`src/rtl/uart_pkg.sv`:
```
`default_nettype none
// ============================================================================
//  Module      : uart_pkg
//  Description : Shared types, constants and helpers for the UART receive tap.
//  Revision    : 1.0 - initial release
// ============================================================================
package uart_pkg;

  localparam int UART_DATA_BITS = 8;

  typedef enum logic [2:0] {
    IDLE  = 3'd0,
    START = 3'd1,
    DATA  = 3'd2,
    STOP  = 3'd3,
    BREAK = 3'd4
  } uart_rx_state_e;

  // Clock cycles per bit, truncating integer division.
  function automatic int uart_div(input int clk_hz, input int baud);
    return clk_hz / baud;
  endfunction

endpackage
`default_nettype wire

```
`src/rtl/uart_rx_fifo.sv`:
```
`default_nettype none
// ============================================================================
//  Module      : uart_rx_fifo
//  Description : First-word-fall-through byte FIFO. A push into a full FIFO is
//                accepted only when a pop happens in the same cycle.
//  Revision    : 1.0 - initial release
// ============================================================================
module uart_rx_fifo #(
  parameter int DEPTH = 16
) (
  input  logic                     clk_i,
  input  logic                     rst_n_i,
  input  logic                     push_i,
  input  logic [7:0]               data_i,
  input  logic                     pop_i,
  output logic [7:0]               data_o,
  output logic                     full_o,
  output logic                     empty_o,
  output logic [$clog2(DEPTH):0]   level_o
);

  localparam int AW = $clog2(DEPTH);

  logic [7:0]    mem [DEPTH];
  logic [AW-1:0] wptr;
  logic [AW-1:0] rptr;
  logic [AW:0]   level;
  logic [7:0]    last_rd;
  logic          do_push;
  logic          do_pop;

  assign full_o  = (level == (AW+1)'(DEPTH));
  assign empty_o = (level == '0);
  assign do_pop  = pop_i && !empty_o;
  assign do_push = push_i && (!full_o || do_pop);
  assign level_o = level;
  // While empty the output keeps showing the byte most recently read.
  assign data_o  = empty_o ? last_rd : mem[rptr];

  // Storage write; contents need no reset because the output is masked while empty.
  always_ff @(posedge clk_i) begin
    if (do_push) mem[wptr] <= data_i;
  end

  // Pointers, occupancy and last-read byte.
  always_ff @(posedge clk_i or negedge rst_n_i) begin
    if (!rst_n_i) begin
      wptr    <= '0;
      rptr    <= '0;
      level   <= '0;
      last_rd <= '0;
    end else begin
      if (do_push) wptr <= wptr + 1'b1;
      if (do_pop) begin
        rptr    <= rptr + 1'b1;
        last_rd <= mem[rptr];
      end
      case ({do_push, do_pop})
        2'b10:   level <= level + 1'b1;
        2'b01:   level <= level - 1'b1;
        default: level <= level;
      endcase
    end
  end

endmodule
`default_nettype wire

```
`src/rtl/uart_rx_tap.sv`:
```
`default_nettype none
// ============================================================================
//  Module      : uart_rx_tap
//  Description : 8N1 UART receiver tapping a TX line, with FWFT byte buffer,
//                valid/ready output stream, frame-error and overrun pulses.
//  Revision    : 1.0 - initial release
// ============================================================================
module uart_rx_tap
  import uart_pkg::*;
#(
  parameter int CLK_HZ     = 25000000,
  parameter int BAUD       = 115200,
  parameter int FIFO_DEPTH = 16
) (
  input  logic                          clk_i,
  input  logic                          rst_n_i,
  input  logic                          rx_i,
  output logic [7:0]                    rx_data_o,
  output logic                          rx_valid_o,
  input  logic                          rx_ready_i,
  output logic                          frame_err_o,
  output logic                          overrun_o,
  output logic                          busy_o,
  output logic [$clog2(FIFO_DEPTH):0]   fifo_level_o
);

  localparam int DIV  = uart_div(CLK_HZ, BAUD);
  localparam int HALF = DIV / 2;
  localparam int CW   = (DIV > 2) ? $clog2(DIV) : 1;
  localparam logic [CW-1:0] CNT_HALF = CW'(HALF - 1);
  localparam logic [CW-1:0] CNT_FULL = CW'(DIV - 1);
  localparam logic [2:0]    LAST_BIT = 3'(UART_DATA_BITS - 1);

  uart_rx_state_e state, state_nxt;

  logic          sync1;
  logic          rxs;
  logic          rxs_d;
  logic          fell;
  logic [CW-1:0] cnt;
  logic          cnt_clr;
  logic [2:0]    bit_cnt;
  logic [7:0]    shreg;
  logic          shift_en;
  logic          push_req;
  logic          ferr_set;
  logic          fifo_full;
  logic          fifo_empty;
  logic          pop;
  logic          frame_err_q;
  logic          overrun_q;

  assign fell        = rxs_d && !rxs;
  assign rx_valid_o  = !fifo_empty;
  assign pop         = rx_valid_o && rx_ready_i;
  assign busy_o      = (state != IDLE);
  assign frame_err_o = frame_err_q;
  assign overrun_o   = overrun_q;

  // Two-flop synchronizer plus one delayed copy for falling-edge detection; idle-high reset.
  always_ff @(posedge clk_i or negedge rst_n_i) begin
    if (!rst_n_i) begin
      sync1 <= 1'b1;
      rxs   <= 1'b1;
      rxs_d <= 1'b1;
    end else begin
      sync1 <= rx_i;
      rxs   <= sync1;
      rxs_d <= rxs;
    end
  end

  // FSM state register.
  always_ff @(posedge clk_i or negedge rst_n_i) begin
    if (!rst_n_i) state <= IDLE;
    else          state <= state_nxt;
  end

  // Next-state logic and per-cycle sample/push/error strobes.
  always_comb begin
    state_nxt = state;
    cnt_clr   = 1'b0;
    shift_en  = 1'b0;
    push_req  = 1'b0;
    ferr_set  = 1'b0;
    case (state)
      IDLE: begin
        cnt_clr = 1'b1;
        if (fell) state_nxt = START;
      end
      START: begin
        if (cnt == CNT_HALF) begin
          cnt_clr   = 1'b1;
          state_nxt = rxs ? IDLE : DATA;
        end
      end
      DATA: begin
        if (cnt == CNT_FULL) begin
          cnt_clr  = 1'b1;
          shift_en = 1'b1;
          if (bit_cnt == LAST_BIT) state_nxt = STOP;
        end
      end
      STOP: begin
        if (cnt == CNT_FULL) begin
          cnt_clr = 1'b1;
          if (rxs) begin
            push_req  = 1'b1;
            state_nxt = IDLE;
          end else begin
            ferr_set  = 1'b1;
            state_nxt = BREAK;
          end
        end
      end
      BREAK: begin
        cnt_clr = 1'b1;
        if (rxs) state_nxt = IDLE;
      end
      default: begin
        cnt_clr   = 1'b1;
        state_nxt = IDLE;
      end
    endcase
  end

  // Bit-period counter, cleared on every sample and state entry.
  always_ff @(posedge clk_i or negedge rst_n_i) begin
    if (!rst_n_i)     cnt <= '0;
    else if (cnt_clr) cnt <= '0;
    else              cnt <= cnt + 1'b1;
  end

  // LSB-first shift register and data-bit counter.
  always_ff @(posedge clk_i or negedge rst_n_i) begin
    if (!rst_n_i) begin
      shreg   <= '0;
      bit_cnt <= '0;
    end else if (state == START) begin
      bit_cnt <= '0;
    end else if (shift_en) begin
      shreg   <= {rxs, shreg[7:1]};
      bit_cnt <= bit_cnt + 1'b1;
    end
  end

  // Registered error pulses, aligned to the cycle after the stop sample.
  always_ff @(posedge clk_i or negedge rst_n_i) begin
    if (!rst_n_i) begin
      frame_err_q <= 1'b0;
      overrun_q   <= 1'b0;
    end else begin
      frame_err_q <= ferr_set;
      overrun_q   <= push_req && fifo_full && !pop;
    end
  end

  uart_rx_fifo #(
    .DEPTH (FIFO_DEPTH)
  ) u_fifo (
    .clk_i   (clk_i),
    .rst_n_i (rst_n_i),
    .push_i  (push_req),
    .data_i  (shreg),
    .pop_i   (pop),
    .data_o  (rx_data_o),
    .full_o  (fifo_full),
    .empty_o (fifo_empty),
    .level_o (fifo_level_o)
  );

endmodule
`default_nettype wire

```
`config.mk`:
```
export PLATFORM = sky130hd
export DESIGN_NAME = uart_rx_tap
export DESIGN_NICKNAME = d
export VERILOG_FILES = /design/src/rtl/uart_pkg.sv /design/src/rtl/uart_rx_fifo.sv /design/src/rtl/uart_rx_tap.sv
export SDC_FILE = /design/constraint.sdc
export NUM_CORES = 1
export LEC_CHECK = 0
export BUFFER_PORTS_ARGS = -buffer_cell sky130_fd_sc_hd__buf_2
export CAP_MARGIN = 10
export CORE_UTILIZATION = 60
export CTS_CLUSTER_SIZE = 25
export DETAILED_ROUTE_END_ITERATION = 7
export PLACE_DENSITY = 0.85
export SLEW_MARGIN = 20
export SYNTH_ARGS = -nofsm -noshare
export SYNTH_HDL_FRONTEND = slang
export SYNTH_HIERARCHICAL = 1
export SYNTH_SLANG_ARGS = --single-unit
export TNS_END_PERCENT = 100
```
`constraint.sdc`:
```
create_clock -name clk_i -period 4.35 [get_ports clk_i]
set_input_delay 1.305 -clock clk_i [delete_from_list [all_inputs] [get_ports clk_i]]
set_output_delay 1.305 -clock clk_i [all_outputs]
set_load 0.02 [all_outputs]
```
==> results of run 1 <==
-- where the power goes --
group          internal [mW]  switching (mW)
Combinational          0.423           0.499
Clock                  0.797           0.647
Sequential              1.88           0.183
Total                   3.10            1.33
-- sequential cells by signal, indices dropped and copies added (netlist names) --
name / count
frame_err_o: 1
state: 3
u_fifo/level_o: 5
u_fifo/last_rd: 8
u_fifo/mem: 128
cnt: 8
rxs: 1
u_fifo/rptr: 4
sync1: 1
rxs_d: 1
bit_cnt: 3
u_fifo/wptr: 4
shreg: 8
overrun_o: 1
-- through the flow --
step | power [mW] | hold slack [ps] | utilization (%) | worst slack, ps
2_1_floorplan | 2.79 | 345 | - | 978
3_3_place_gp | 2.98 | 345 | 63.4 | 955
3_5_place_dp | 3.01 | 347 | 63.4 | 872
4_1_cts | 4.45 | 356 | 68.1 | 514
5_1_grt | 4.61 | 358 | 68.1 | 401
6_report | 4.43 | 355 | 68.1 | 482
-- Yosys cell counts (2+ instances only) --
| library cell | n |
|---|---|
| o21ai_0 | 19 |
| nand4_1 | 4 |
| mux2_4 | 6 |
| o211ai_1 | 2 |
| nor2b_1 | 4 |
| nand4b_1 | 2 |
| o21a_1 | 2 |
| buf_6 | 3 |
| nor2_1 | 17 |
| xnor2_1 | 11 |
| a21oi_1 | 3 |
| and2_1 | 17 |
| mux2_2 | 11 |
| mux4_2 | 32 |
| nand2_1 | 33 |
| buf_2 | 7 |
| nor4b_1 | 2 |
| o21ai_1 | 14 |
| inv_1 | 16 |
| edfxtp_1 | 128 |
| nor3b_1 | 2 |
| ha_1 | 12 |
| nand3_1 | 9 |
| dfstp_2 | 3 |
| clkbuf_1 | 6 |
| nor3_1 | 4 |
| dfrtp_1 | 45 |
| mux2i_1 | 9 |
| buf_4 | 3 |
| xor2_1 | 4 |
-- worst max-delay path: stages (launching register included) --
cell	delay, ps
dfrtp_1	620
buf_4	330
mux4_2	330
mux2_2	320
o21ai_1	240
o21ai_0	110
buf_2	170
-- worst max path at each step --
| stage | depth (start not counted) | endpoint | slack (ps) | start |
|---|---|---|---|---|
| floorplan | 9 | u_fifo/level_o[4] | 980 | rx_ready_i |
| global placement | 10 | u_fifo/mem[11][5] | 960 | cnt[0] |
| detailed placement | 11 | u_fifo/level_o[4] | 870 | rx_ready_i |
| CTS | 7 | rx_data_o[5] | 510 | u_fifo/rptr[3] |
| global route | 6 | rx_data_o[1] | 400 | u_fifo/rptr[3] |
| finish | 6 | rx_data_o[1] | 480 | u_fifo/rptr[3] |
-- kinds of logic (layout without fill, tap and decap cells) --
family                     Yosys count  count (layout)  share of synthesized area (%)
buffers and inverters               36              74                           2.40
and+or+nand+nor                    103             103                           7.21
adders and majority gates           13              13                           2.30
AOI/OAI and AO/OA                   49              49                           4.01
muxes                               59              59                           14.0
xor gates and xnor gates            15              15                           1.78
DFF                                176             176                           68.3
-- routing by layer --
layer  vias to the layer above  track usage, %  wire length (um)
li1                       1749               -                 -
met1                      2072            31.4              5770
met2                       138            40.0              7470
met3                        27            6.16               727
met4                         0            10.9               334
met5                         -               0                 0
-- final cells by class --
cell class | instances | area (um2)
Clock inverter | 14 | 131
Sequential cell | 176 | 5050
Multi-Input combinational cell | 239 | 2170
Fill cell | 747 | 3830
Inverter | 16 | 60.1
Clock buffer | 18 | 429
Timing Repair Buffer | 26 | 160
Tap cell | 147 | 184
==> flow_summary.toml, run 1 <==
[clocking]
cts_resized = 0
post_cts.repair.setup_buffers = 0
worst_skew_pair.late_latency_ps = 430
tritoncts_clock_tree = "built"
cts_hold_buffers = 0
numCtsBuffers = 17
cts.reportedPaths.clkPinSlew_ps = 60
clk_root_buffer_cell = "clkbuf_16"
clock_tree.buffer_depth = 2
cts.sink_count = 176
cts_max_level = 4

[global_route]
grt_pass1_vias = 3972
grt_antenna_before_repair = 0
global_route.usage.total_pct = 24.5
gr-total-overflow = 0
grt_max_degree = 49
grt_pass1_wl_mm = 22.1

[synth]
postSynthRegisterBits = 176
synth.avg_cell_area_um2 = 16.4
synth-main-ff-cell = "edfxtp_1"
synth.area.top_cells = "edfxtp_1 (52%), dfrtp_1 (15%), mux4_2 (9.7%), ha_1 (2.0%), nand2_1 (1.7%)"
synthArstFlopShare_pct = 27.3
mapped_cell_area_um2 = 7390
synth.yosys.warnings = 6
post_synth_num_cell_types = 51
synthesis.nets = 468
postSynthCellCount = 451
synth_edf_count = 128
synth_top_area_share_pct = 52.0
yosysSeqAreaShare_pct = 68.3
synth_top_cell_by_area = "edfxtp_1"

[sta]
number_of_pins_exceeding_their_max_slew_limit_in_the_final_report = 0
finalCriticalPeriod_ps = 3870
achievable-frequency_ghz = 0.259
final_min_period_over_clock_period_pct = 88.9
grt_setup_unrepaired = "false"
fin_worst_skew_ps = 10.2
worst_slew_pin_slew_ps = 953
max-slew-margin-rel_pct = 36.4
timing.final.hold_violations = 0
totalNegativeSetupSlack_ps = 0
finalSetupViolCount = 0

[power]
worst_ir_drop_on_vdd_uv = 370
power_per_cell_area_nw_per_um2 = 541
p_leak_nw = 3.34

[layout]
number_of_antenna_cells_inserted = 0
final_cells = 636
final_cell_mix = "edfxtp_1 (128), dfrtp_1 (44), nand2_1 (33)"
syn2layout_area_growth_pct = 10.7
drive_gt1_share_pct = 23.7
final_common_cell = "edfxtp_1"
finish.net_count = 493
postLayoutCellArea_um2 = 8180

[floorplan]
design.core.area_um2 = 12000
dieHeight_um = 113
fp-row-count = 40
floorplan.io_pins = 21
start_util_pct = 61.6
die-area_um2 = 12800
die_x_um = 113

[detailed_routing]
drt_wl_total_mm = 14.3
drtPass1Iterations = 4
per_cell_via_count_in_the_routed_design = 6.27
drt_iter0_drc = 352
routed_wl_per_cell_um = 22.5
drcViolationCount = 0
detail-route-antenna-nets = 0
vias = 3986

[worst_setup_path]
reg2regPathDepth = 10
endpoint_kind = "output pin"
cp.arrival_ps = 2560
rr_endpoint = "u_fifo/mem[7][5]"
highest_net_fanout_along_the_worst_path = 14
r2r-start = "cnt[0]"
r2r_setup_slack_ps = 740
setup.worst_path.start_class = "flip-flop"
worstPathRequired_ps = 3040
worst-setup-path-type = "flip-flop to output pin"

[hold_path]
hold_class = "flip-flop to flip-flop"
hold-path-cell-count = 0
worstHoldStart = "sync1"
worstHoldEndpoint = "rxs"

[placed_design]
finalWeightedCongestion = 0.792
buffer_ports.inserted = 20
place.detailed.instances = 604
postPlaceCellArea_um2 = 7620
dp_hpwl_mm = 8.89

[outcome]
run_status = "finished clean"

[run]
maxCapViolCount = 0
Power figures use the tool's default switching activity.
==> run 2: changes to the inputs <==
--- a/config.mk
+++ b/config.mk
@@ -11,6 +11,7 @@
 export CTS_CLUSTER_SIZE = 25
 export DETAILED_ROUTE_END_ITERATION = 7
 export PLACE_DENSITY = 0.85
+export REMOVE_ABC_BUFFERS = 1
 export SLEW_MARGIN = 20
 export SYNTH_ARGS = -nofsm -noshare
 export SYNTH_HDL_FRONTEND = slang
==> run 2 against run 1 <==
Effect of this change:
- setup slack got worse by 150 ps
- sequential share of layout area rose by 0.31 points
- wire length fell by 6.6%
- global-route usage fell by 1.1 points
- combinational power fell by 2.9%
- clock-buffer cell count rose by 8
- hold slack improved by 5.2 ps
- clock power fell by 6%
- die area did not move
- register-to-register slack got worse by 80 ps
- fmax fell by 3.7%
- highest routed layer unchanged
==> flow_summary.toml, run 2 (synthesis results as in run 1) <==
[worst_setup_path]
highest_net_fanout_along_the_worst_path = 21
rr_endpoint = "u_fifo/mem[8][1]"
endpoint_kind = "output pin"
r2r-start = "cnt[0]"
worstPathRequired_ps = 3040
worst-setup-path-type = "flip-flop to output pin"
r2r_setup_slack_ps = 660
reg2regPathDepth = 9
setup.worst_path.start_class = "flip-flop"
cp.arrival_ps = 2710

[outcome]
run_status = "finished clean"

[power]
p_leak_nw = 3.33
power.clock.fraction_pct = 31.3
reg_power_share_pct = 48.0
power_switching_mw = 1.26
power_per_cell_area_nw_per_um2 = 534
power.switching_fraction_pct = 29.0
worst_ir_drop_on_vdd_uv = 310
fin_total_pwr_mw = 4.34
p_int_mw = 3.08
combinational_share_of_power_pct = 20.6

[clocking]
post_cts.repair.setup_buffers = 0
worst_skew_pair.late_latency_ps = 430
clock_tree.buffer_depth = 2
clk_root_buffer_cell = "clkbuf_16"
cts_hold_buffers = 0
numCtsBuffers = 17
tritoncts_clock_tree = "built"
cts.sink_count = 176
cts_resized = 0
cts.reportedPaths.clkPinSlew_ps = 60
cts_max_level = 4

[sta]
number_of_pins_exceeding_their_max_slew_limit_in_the_final_report = 0
hold-worst-slack_ps = 360
finalSetupViolCount = 0
fin_worst_skew_ps = 9.07
timing.final.hold_violations = 0
worst_slew_pin_slew_ps = 979
final_min_period_over_clock_period_pct = 92.4
final.setup.worst_slack_ps = 333
max-slew-margin-rel_pct = 34.7
totalNegativeSetupSlack_ps = 0
grt_setup_unrepaired = "false"
finalCriticalPeriod_ps = 4020
achievable-frequency_ghz = 0.249

[floorplan]
start_util_pct = 61.6
floorplan.io_pins = 21
die_x_um = 113
design.core.area_um2 = 12000
dieHeight_um = 113
fp-row-count = 40
die-area_um2 = 12800

[detailed_routing]
detail-route-antenna-nets = 0
routed_wl_per_cell_um = 21.1
vias = 3801
per_cell_via_count_in_the_routed_design = 6.00
drt_wl_total_mm = 13.4
drcViolationCount = 0
drt_iter0_drc = 462
drtPass1Iterations = 5

[placed_design]
buffer_ports.inserted = 20
dp_hpwl_mm = 8.32
finalWeightedCongestion = 0.822
post-place-ws_ps = 714

[global_route]
gr-total-overflow = 0
grt_pass1_vias = 3874
global_route.usage.total_pct = 23.4
grt_pass1_wl_mm = 21.3
grt_max_degree = 49
grt_antenna_before_repair = 0

[hold_path]
hold_class = "flip-flop to flip-flop"
worstHoldEndpoint = "rxs"
hold-path-cell-count = 0
worstHoldStart = "sync1"

[layout]
finish.net_count = 491
final_cell_mix = "edfxtp_1 (128), dfrtp_1 (44), nand2_1 (33)"
number_of_antenna_cells_inserted = 0
multi_input_area_um2 = 2170
flip_flop_count_of_the_largest_register_after_layout = 128
final_common_cell = "edfxtp_1"
largest_register = "u_fifo/mem"
syn2layout_area_growth_pct = 10.1
layout.core_utilization_pct = 67.8
drive_gt1_share_pct = 22.6
fillerInstances = 766
layout.area.seq_um2 = 5050

[run]
maxCapViolCount = 0
[run 2: changes by cell type in the layout (fill, tap and decap cells not counted), moves of 2 or more]
cell / delta
buf_4: -2
clkinv_2: +2
inv_6: -7
clkinvlp_4: -2
clkbuf_8: +4
clkbuf_1: +4
[run 2: metal layers]
layer / up-vias / part of all wire [%] / track usage, %
li1: 1746 / - / -
met1: 1898 / 41 / 30.9
met2: 136 / 51 / 37.5
met3: 21 / 5.7 / 6.00
met4: 0 / 2.0 / 9.39
met5: - / 0 / 0
[run 2: power by group through the flow]
stage / Clock [mW] / Combinational (mW) / Sequential, mW
floorplan: 0 / 0.556 / 2.17
global placement: 0 / 0.859 / 2.11
detailed placement: 0 / 0.891 / 2.12
CTS: 1.39 / 0.909 / 2.09
global route: 1.46 / 0.988 / 2.11
finish: 1.36 / 0.896 / 2.09
[run 2: per-stage QoR]
step,cells,area (um2)
floorplan,431,7280
global placement,602,7600
detailed placement,602,7600
CTS,634,8140
global route,634,8140
finish,634,8140
[run 2: area by class of cell]
type / instances / area share [%]
clock buffer: 26 / 6.13
clock inverter: 6 / 0.430
inverter: 16 / 0.738
multi-input combinational: 239 / 26.6
sequential: 176 / 62.0
tap: 147 / 2.26
timing repair buffer: 24 / 1.78
[run 2: worst max-delay path, cell delays in order, from the launching register on]
cell and delay [ps]:
dfrtp_2 670, buf_12 280, mux4_2 560, mux2i_1 260
nand2_1 100, o21ai_1 150, o21ai_1 70, buf_2 170
[run 2: how the worst max path moves through the flow]
stage                         startpoint  slack, ps               end  cells past startpoint
final                     u_fifo/rptr[2]        330      rx_data_o[6]                      7
after global routing      u_fifo/rptr[2]        140      rx_data_o[4]                      7
after CTS                 u_fifo/rptr[2]        290      rx_data_o[7]                      6
after detailed placement          cnt[0]        710  u_fifo/mem[8][1]                      9
after global placement    u_fifo/rptr[2]        840      rx_data_o[6]                      7
after floorplan           u_fifo/rptr[2]        350      rx_data_o[1]                      4
